===== src/rtl/multicycle_ctrl_pkg.sv =====
// ---------------------------------------------------------------------------
// multicycle_ctrl_pkg
// Shared definitions for the multi-cycle MIPS32 control unit:
//   - state_t       : controller state encoding
//   - OP_*          : IR[31:26] opcode constants
//   - ALUOP_*       : ALUOp encodings
//   - SRCB_*        : ALUSrcB mux encodings
//   - PCSRC_*       : PCSource mux encodings
//   - decode_target : DECODE dispatch (S_FETCH means unsupported opcode)
// Optional feature macro: MULTICYCLE_CTRL_BNE_EN (adds BNE dispatch).
// ---------------------------------------------------------------------------
package multicycle_ctrl_pkg;

  typedef enum logic [3:0] {
    S_START     = 4'd0,
    S_FETCH     = 4'd1,
    S_DECODE    = 4'd2,
    S_MEM_ADDR  = 4'd3,
    S_MEM_READ  = 4'd4,
    S_MEM_WB    = 4'd5,
    S_MEM_WRITE = 4'd6,
    S_EXECUTE   = 4'd7,
    S_R_WB      = 4'd8,
    S_BRANCH    = 4'd9,
    S_JUMP      = 4'd10,
    S_ADDI_EXEC = 4'd11,
    S_ADDI_WB   = 4'd12
  } state_t;

  localparam logic [5:0] OP_RTYPE = 6'b000000;
  localparam logic [5:0] OP_LW    = 6'b100011;
  localparam logic [5:0] OP_SW    = 6'b101011;
  localparam logic [5:0] OP_BEQ   = 6'b000100;
  localparam logic [5:0] OP_BNE   = 6'b000101;
  localparam logic [5:0] OP_ADDI  = 6'b001000;
  localparam logic [5:0] OP_J     = 6'b000010;

  localparam logic [1:0] ALUOP_ADD   = 2'b00;
  localparam logic [1:0] ALUOP_SUB   = 2'b01;
  localparam logic [1:0] ALUOP_FUNCT = 2'b10;

  localparam logic [1:0] SRCB_REG    = 2'b00;
  localparam logic [1:0] SRCB_FOUR   = 2'b01;
  localparam logic [1:0] SRCB_IMM    = 2'b10;
  localparam logic [1:0] SRCB_IMM_SH = 2'b11;

  localparam logic [1:0] PCSRC_ALU    = 2'b00;
  localparam logic [1:0] PCSRC_ALUOUT = 2'b01;
  localparam logic [1:0] PCSRC_JUMP   = 2'b10;

  // Successor of DECODE for a given opcode; S_FETCH flags an unsupported opcode.
  function automatic state_t decode_target(input logic [5:0] op);
    state_t nxt;
    case (op)
      OP_RTYPE:     nxt = S_EXECUTE;
      OP_LW, OP_SW: nxt = S_MEM_ADDR;
      OP_BEQ:       nxt = S_BRANCH;
`ifdef MULTICYCLE_CTRL_BNE_EN
      OP_BNE:       nxt = S_BRANCH;
`endif
      OP_ADDI:      nxt = S_ADDI_EXEC;
      OP_J:         nxt = S_JUMP;
      default:      nxt = S_FETCH;
    endcase
    return nxt;
  endfunction

endpackage


===== src/rtl/mem_wait_timer.sv =====
// ---------------------------------------------------------------------------
// mem_wait_timer
// Counts stall cycles of a memory-wait state and flags the timeout cycle.
// Ports:
//   clk, rst_n : clock, async active-low reset
//   active     : controller is in a memory-wait state
//   ready      : memory completes the access this cycle
//   expired    : limit reached with ready still low (LIMIT=0 never expires)
// The counter clears whenever the controller leaves the wait state, which
// happens exactly when it is inactive, ready is high, or the timeout fires.
// ---------------------------------------------------------------------------
module mem_wait_timer #(
  parameter int LIMIT = 15
) (
  input  logic clk,
  input  logic rst_n,
  input  logic active,
  input  logic ready,
  output logic expired
);

  localparam int CW = (LIMIT > 0) ? $clog2(LIMIT + 1) : 1;

  logic [CW-1:0] r_count;
  logic          w_expired;

  assign w_expired = (LIMIT != 0) && active && !ready && (r_count == CW'(LIMIT));
  assign expired   = w_expired;

  // Stall counter: advances on each unready wait cycle, clears on state exit.
  always_ff @(posedge clk or negedge rst_n) begin
    if (!rst_n) begin
      r_count <= '0;
    end else if (!active || ready || w_expired || (LIMIT == 0)) begin
      r_count <= '0;
    end else begin
      r_count <= r_count + CW'(1);
    end
  end

endmodule


===== src/rtl/multicycle_control.sv =====
// ---------------------------------------------------------------------------
// multicycle_control
// Moore control unit for the multi-cycle MIPS32 datapath.
// Parameters: MEM_TIMEOUT (stall limit per memory state, 0 = no limit),
//             CNT_W (retired-instruction counter width).
// Inputs : clk, rst_n (async active-low), Opcode (IR[31:26]), mem_ready.
// Outputs: datapath strobes PCWrite..RegDst, PCSource, ALUSrcB, ALUOp,
//          BranchNe, illegal_op / mem_fault pulses, instr_count.
// Optional macro MULTICYCLE_CTRL_BNE_EN enables BNE (opcode 000101).
// Strobes decode combinationally from the state register so a reset drops
// them immediately; only IRWrite/PCWrite in FETCH look at mem_ready, and a
// memory timeout suppresses MemWrite in the faulting cycle.
// ---------------------------------------------------------------------------
module multicycle_control
  import multicycle_ctrl_pkg::*;
#(
  parameter int MEM_TIMEOUT = 15,
  parameter int CNT_W       = 32
) (
  input  logic             clk,
  input  logic             rst_n,
  input  logic [5:0]       Opcode,
  input  logic             mem_ready,
  output logic             PCWrite,
  output logic             PCWriteCond,
  output logic             IorD,
  output logic             MemRead,
  output logic             MemWrite,
  output logic             MemToReg,
  output logic             IRWrite,
  output logic             ALUSrcA,
  output logic             RegWrite,
  output logic             RegDst,
  output logic [1:0]       PCSource,
  output logic [1:0]       ALUSrcB,
  output logic [1:0]       ALUOp,
  output logic             BranchNe,
  output logic             illegal_op,
  output logic             mem_fault,
  output logic [CNT_W-1:0] instr_count
);

  state_t           r_state;
  logic [5:0]       r_opcode;
  logic [CNT_W-1:0] r_instr_count;
  logic             w_wait_active;
  logic             w_expired;

  assign w_wait_active = (r_state == S_FETCH) || (r_state == S_MEM_READ) ||
                         (r_state == S_MEM_WRITE);

  mem_wait_timer #(.LIMIT(MEM_TIMEOUT)) u_timer (
    .clk     (clk),
    .rst_n   (rst_n),
    .active  (w_wait_active),
    .ready   (mem_ready),
    .expired (w_expired)
  );

  // Sequencer: state, latched opcode and retired-instruction counter.
  always_ff @(posedge clk or negedge rst_n) begin
    if (!rst_n) begin
      r_state       <= S_START;
      r_opcode      <= 6'b000000;
      r_instr_count <= '0;
    end else begin
      case (r_state)
        S_START: r_state <= S_FETCH;
        S_FETCH: begin
          // A timeout in FETCH simply retries the fetch.
          if (mem_ready) r_state <= S_DECODE;
          else           r_state <= S_FETCH;
        end
        S_DECODE: begin
          r_opcode <= Opcode;
          r_state  <= decode_target(Opcode);
        end
        S_MEM_ADDR: begin
          if (r_opcode == OP_LW) r_state <= S_MEM_READ;
          else                   r_state <= S_MEM_WRITE;
        end
        S_MEM_READ: begin
          if (mem_ready)      r_state <= S_MEM_WB;
          else if (w_expired) r_state <= S_FETCH;
          else                r_state <= S_MEM_READ;
        end
        S_MEM_WRITE: begin
          if (mem_ready) begin
            r_state       <= S_FETCH;
            r_instr_count <= r_instr_count + CNT_W'(1);
          end else if (w_expired) begin
            r_state <= S_FETCH;
          end else begin
            r_state <= S_MEM_WRITE;
          end
        end
        S_EXECUTE:   r_state <= S_R_WB;
        S_ADDI_EXEC: r_state <= S_ADDI_WB;
        S_R_WB, S_MEM_WB, S_ADDI_WB, S_BRANCH, S_JUMP: begin
          r_state       <= S_FETCH;
          r_instr_count <= r_instr_count + CNT_W'(1);
        end
        default: r_state <= S_START;
      endcase
    end
  end

  // Per-state strobe decode.
  always_comb begin
    PCWrite     = 1'b0;
    PCWriteCond = 1'b0;
    IorD        = 1'b0;
    MemRead     = 1'b0;
    MemWrite    = 1'b0;
    MemToReg    = 1'b0;
    IRWrite     = 1'b0;
    ALUSrcA     = 1'b0;
    RegWrite    = 1'b0;
    RegDst      = 1'b0;
    PCSource    = PCSRC_ALU;
    ALUSrcB     = SRCB_REG;
    ALUOp       = ALUOP_ADD;
    BranchNe    = 1'b0;
    case (r_state)
      S_FETCH: begin
        MemRead = 1'b1;
        ALUSrcB = SRCB_FOUR;
        IRWrite = mem_ready;
        PCWrite = mem_ready;
      end
      S_DECODE: ALUSrcB = SRCB_IMM_SH;
      S_MEM_ADDR, S_ADDI_EXEC: begin
        ALUSrcA = 1'b1;
        ALUSrcB = SRCB_IMM;
      end
      S_MEM_READ: begin
        MemRead = 1'b1;
        IorD    = 1'b1;
      end
      S_MEM_WRITE: begin
        MemWrite = !w_expired;
        IorD     = 1'b1;
      end
      S_MEM_WB: begin
        RegWrite = 1'b1;
        MemToReg = 1'b1;
      end
      S_EXECUTE: begin
        ALUSrcA = 1'b1;
        ALUOp   = ALUOP_FUNCT;
      end
      S_R_WB: begin
        RegWrite = 1'b1;
        RegDst   = 1'b1;
      end
      S_ADDI_WB: RegWrite = 1'b1;
      S_BRANCH: begin
        ALUSrcA     = 1'b1;
        ALUOp       = ALUOP_SUB;
        PCWriteCond = 1'b1;
        PCSource    = PCSRC_ALUOUT;
`ifdef MULTICYCLE_CTRL_BNE_EN
        BranchNe    = (r_opcode == OP_BNE);
`else
        BranchNe    = 1'b0;
`endif
      end
      S_JUMP: begin
        PCWrite  = 1'b1;
        PCSource = PCSRC_JUMP;
      end
      default: ;
    endcase
  end

  assign illegal_op  = (r_state == S_DECODE) && (decode_target(Opcode) == S_FETCH);
  assign mem_fault   = w_expired;
  assign instr_count = r_instr_count;

endmodule


===== config.mk =====
export PLATFORM = sky130hd
export DESIGN_NAME = multicycle_control
export DESIGN_NICKNAME = d
export VERILOG_FILES = /design/src/rtl/multicycle_ctrl_pkg.sv /design/src/rtl/mem_wait_timer.sv /design/src/rtl/multicycle_control.sv
export SDC_FILE = /design/constraint.sdc
export NUM_CORES = 1
export LEC_CHECK = 0
export ABC_AREA = 1
export CAP_MARGIN = 0
export CORE_ASPECT_RATIO = 0.75
export CORE_MARGIN = 2
export CORE_UTILIZATION = 53
export CTS_BUF_LIST = sky130_fd_sc_hd__clkbuf_4
export DETAILED_ROUTE_END_ITERATION = 12
export HOLD_SLACK_MARGIN = 0.05
export PLACE_DENSITY_LB_ADDON = 0.1
export SETUP_SLACK_MARGIN = 0.15
export SKIP_CTS_REPAIR_TIMING = 1
export SLEW_MARGIN = 20
export SYNTH_ARGS = -nofsm -noshare
export SYNTH_HDL_FRONTEND = slang
export SYNTH_SLANG_ARGS = --single-unit

===== constraint.sdc =====
create_clock -name clk -period 1.7 [get_ports clk]
set_input_delay 0.34 -clock clk [delete_from_list [all_inputs] [get_ports clk]]
set_output_delay 0.34 -clock clk [all_outputs]
set_load 0.03 [all_outputs]

Word level (Yosys, flattened, before mapping)
Index checks and enable logic that the tools add are counted.
W data, S select, Z words.
{ "op_classes": {"addsub": 2, "n_mux": 24, "eq_ne": 21, "n_reduce_logical": 22} }
{ "op_table": {"columns": ["operator", "count"], "rows": [
  ["$pmux W32 S2", 1],
  ["$add A32 B1 Y32 const B", 1],
  ["$mux W32", 1],
  ["$pmux W4 S8", 1],
  ["$eq A4 B4 Y1 const B", 6],
  ["$pmux W4 S5", 1],
  ["$eq A6 B6 Y1 const B", 3],
  ["$eq A4 B3 Y1 const B", 4],
  ["$mux W3", 4],
  ["$mux W1", 9],
  ["$eq A4 B1 Y1 const B", 2],
  ["$eq A4 B2 Y1 const B", 2],
  ["$pmux W2 S2", 2],
  ["$reduce_or A2 Y1", 4],
  ["$eq A6 B2 Y1 const B", 1],
  ["$eq A6 B3 Y1 const B", 1],
  ["$eq A6 B4 Y1 const B", 1],
  ["$logic_not A6 Y1", 1],
  ["$pmux W2 S3", 1],
  ["$reduce_or A6 Y1", 1],
  ["$reduce_or A5 Y1", 1],
  ["$add A4 B1 Y4 const B", 1],
  ["$logic_not A4 Y1", 1],
  ["$logic_or A1 B1 Y1", 4],
  ["10 further kinds", 15]
]} }
{ "word_totals": {"register_bits": 46, "word_cells": 73, "inputBits": 9, "output_inout_bits": 51} }

Logic depth before layout (Yosys ltp)
Gate-level depths: netlist (run 1).
{ "depth": {"depth_word": 8, "depth_mapped": 10, "ltp_nobuf": 10} }

Hierarchy
A second synthesis (run 1) with hierarchy kept.
{ "hier_totals": {"hier_cells": 473, "area_unflattened_um2": 3059.2} }
{ "by_module_without_submodules": {"columns": ["module", "area_per_inst_um2", "n_inst", "cells_each", "seq_area_each_um2"], "rows": [
  ["multicycle_control", 2870.3, 1, 451, 1051.0],
  ["mem_wait_timer", 188.9, 1, 22, 100.1]
]} }

Worst setup path before layout (run 1)
OpenSTA, ideal clock, no wires.
{ "synth_path": {"kind": "register to output", "start": "reg r_state[3]", "end": "out MemWrite", "required_ns": 1.360, "setup_slack_ns": -0.350, "stages_incl_launch_ff": 9, "path_buffers": 0, "t_arrival_ns": 1.710, "cell_sequence": "dfrtp_1 -> inv_2 -> nand2_2 -> nor2_1 -> nand2_1 -> nand2_1 -> nand2_1 -> inv_1 -> nor2_1"} }
{ "synth_between": {"elab_chain_cells": 7, "elab_cells_between_ends": 9, "classes_between": "3 x eq/ne; 1 x mux; 5 x reduce/logical"} }
{ "synth_lines": {"columns": ["item", "line", "source"], "rows": [
  ["start, declared", "multicycle_control.sv:43", "state_t r_state;"],
  ["start signal, assigned", "multicycle_control.sv:76", "r_state <= decode_target(Opcode);"],
  ["$eq A4 B1 Y1 or $eq A4 B3 Y1 (tied branches)", "multicycle_control.sv:49", "assign w_wait_active = (r_state == S_FETCH) || (r_state == S_MEM_READ) ||"],
  ["$logic_or A1 B1 Y1", "multicycle_control.sv:49", null],
  ["$logic_or A1 B1 Y1 *", "multicycle_control.sv:49", null],
  ["$logic_and A1 B1 Y1 * (2 in series)", "mem_wait_timer.sv:27", "assign w_expired = (LIMIT != 0) && active && !ready && (r_count == CW'(LIMIT));"],
  ["via mem_fault", "multicycle_control.sv:39", "output logic mem_fault,"],
  ["$logic_not A1 Y1 *", "multicycle_control.sv:141", "MemWrite = !w_expired;"],
  ["$mux W1 *", "multicycle_control.sv:124", "case (r_state)"],
  ["end, declared", "multicycle_control.sv:28", "output logic MemWrite,"]
]} }
The timed path passes the listed nets; every way through them passes the cells marked *.

Worst setup path in the final report (run 1)
{ "layout_path": {"start": "in Opcode[3]", "end": "out illegal_op"} }
{ "layout_between": {"elab_chain_cells": 5, "elab_cells_between_ends": 10, "classes_between": "6 x eq/ne; 1 x mux; 3 x reduce/logical"} }
{ "layout_lines": {"columns": ["item", "line", "source"], "rows": [
  ["start, declared", "multicycle_control.sv:22", "input logic [5:0] Opcode,"],
  ["$eq A6 B6 Y1", "multicycle_ctrl_pkg.sv:54", "case (op)"],
  ["$reduce_or A2 Y1", "multicycle_ctrl_pkg.sv:54", null],
  ["$pmux W4 S5 *", "multicycle_ctrl_pkg.sv:54", null],
  ["$eq A4 B1 Y1 *", "multicycle_control.sv:176", "assign illegal_op = (r_state == S_DECODE) && (decode_target(Opcode) == S_FETCH);"],
  ["$logic_and A1 B1 Y1 *", "multicycle_control.sv:176", null],
  ["end, declared", "multicycle_control.sv:38", "output logic illegal_op,"]
]} }
Every way passes the cells marked *; elsewhere a longest branch is shown, timed or not.

==> results of run 1 <==
## cells in the mapped netlist
master and number:
o22ai_1 1, o21ai_0 13, nand2_2 3, inv_2 4, nand4_1 9, ha_1 2, a21o_1 1, o21ai_1 2
nor2_1 72, xnor2_1 8, nand2_1 175, o211ai_1 2, xor2_1 8, nor2_4 1, buf_4 5, nand3b_1 2
nand3_1 25, conb_1 1, dfrtp_1 46, inv_1 48, buf_2 2, buf_6 2, a21oi_1 2, nor3_1 2
nor2_2 1, nand3_2 1
## layer usage
layer	vias to the layer above	wire length [um]	GRT usage, %
li1	1551	-	-
met1	1513	3790	35.3
met2	103	3930	39.5
met3	9	455	3.98
met4	0	79	5.41
met5	-	0	0
## logic make-up (layout without fill, tap and decap cells)
group           count (synthesis)  count (layout)  synth area share (%)
simple gates                  291             291                  41.0
buf+inv                        61             165                  9.21
flops                          46              46                  40.0
compound gates                 21              21                  3.95
xor+xnor                       16              16                  4.87
fa+ha+maj                       2               2                 0.869
other cells                     1               1                 0.130
## where the power goes
group	switching, mW	internal [mW]
combinational	1.30	0.999
clock	0.346	0.344
sequential	0.172	1.28
total	1.82	2.62
## layout make-up
| cell class | instances | share of cell area, % |
|---|---|---|
| inverters | 52 | 4.57 |
| repair buffers | 105 | 24.9 |
| flip-flops and latches | 46 | 27.2 |
| clock buffers | 7 | 1.23 |
| well taps | 75 | 2.20 |
| clock inverters | 1 | 0.703 |
| multi-input cells | 331 | 39.2 |
## critical path, cell delays in order
cell and delay (ps):
clkdlybuf4s50_1 490, nor2_2 210, nand3_2 140, nand4_1 210
nor2_4 60, buf_6 130
## worst max-delay path by stage
stage                          start         end  slack [ps]
after floorplan           r_state[3]    MemWrite          80
after global placement     Opcode[4]  illegal_op        -170
after detailed placement   Opcode[4]  illegal_op        -240
after CTS                 r_state[2]    MemWrite        -360
after global routing      r_state[0]    RegWrite        -340
final                      Opcode[3]  illegal_op        -220
## sequential cells by signal (all words and copies together), names as in the netlist
name             flops
u_timer.r_count      4
r_opcode             6
instr_count         32
r_state              4
==> flow_summary.toml, run 1 <==
[timing]
setup_viol = 17
setup_tns_ps = -2410
clock_skew_ps = 9.50
fin_crit_sh_pct = 113
slew_violations = 0
hold_ws_ps = 305
maxSlewHeadroom_pct = 63.8
worst_slack_ps = -219
worst_pin_slew_ps = 543
hold_viol_final = 0
fmax_mhz = 521
rsz0062_at_grt = "true"
fin_crit_ps = 1920

[setup_path]
r2r-end = "instr_count[18]"
path_class = "input port to primary output"
r2r_setup_slack_ps = 130
endpoint_kind = "primary output"
crit_fanout = 3
arrival_ps = 1580
critPathLaunchType = "input port"
cp.required_ps = 1360
reg2reg_depth = 10
reg2reg_from = "r_state[0]"

[final_layout]
final_common_cell = "nand2_1"
finalNetCount = 552
final_cell_mix = "nand2_1, nor2_1, buf_4"
antenna_cells = 0
final_cells = 617
final_area_um2 = 4270
area_growth_pct = 48.5
fin_util_pct = 80.7
fillers = 383
drive_gt1_share_pct = 26.6
multi_input_area_um2 = 1680
ff_latch_area_um2 = 1160

[synth]
ys.warnings.count = 0
synth_area_per_cell_um2 = 6.57
yosysTopAreaCell = "dfrtp_1"
synth.area.top_cells = "dfrtp_1, nand2_1, nor2_1"
synth_fp_nets = 449
yosysSeqAreaShare_pct = 40.0
synth_cells = 438
synth_seq_cells = 46
syn_area_um2 = 2880
synth_top_area_share_pct = 40.0
netlist-cell-type-count = 26

[placement]
place_worst_setup_slack_ps = -236
placed_area_um2 = 3680
routabilityCongestion = 0.902
dpl.cell_count = 586
dp_hpwl_mm = 5.48
port_buffers = 58

[floorplan]
die-area_um2 = 6040
initial_core_util_pct = 54.4
core_um2 = 5300
ios = 60
die_w_um = 89.1
num_rows = 23
dieHeight_um = 67.8

[clock_tree]
tritoncts = "yes"
clkTransAtPathRegs_ps = 120
cts_buffer_depth = 2
cts_max_level = 2
cts_root_buf = "clkbuf_4"
cts.sinks = 46
cts_made_buffers = 5
clk_latency_ps = 360

[run]
maxCapViolCount = 0

[global_route]
grt_usage_pct = 24.6
overflow = 0
grt_pass1_vias = 2644
grt_pass1_wl_mm = 11.6
antenna_found_initial = 0
grt_max_degree = 23

[min_path]
holdPathStages = 3
hold_path.class = "input port to flop"
holdPathEnd = "r_opcode[0]"
holdCritStartpoint = "Opcode[0]"

[power_and_ir_drop]
p_leak_nw = 2.50
power.density_nw_per_um2 = 1040
peakVddDrop_mv = 0.717
total_power_mw = 4.44

[route]
drt_iter0_markers = 238
drt-pass1-iter-count = 5
wire_per_inst_um = 13.4
vias_per_cell = 5.15
drt.antenna.violating_nets = 0
wl_mm = 8.25
drc = 0
vias = 3176

[outcome]
violations = "setup timing"
status = "finished with violations"
No activity file was read; power rests on OpenSTA's default activity.
==> run 2: changes to the inputs <==
- CAP_MARGIN: 0 -> 30
==> results of run 2 <==
Final layout, timing and power as in run 1 (identical DEF).
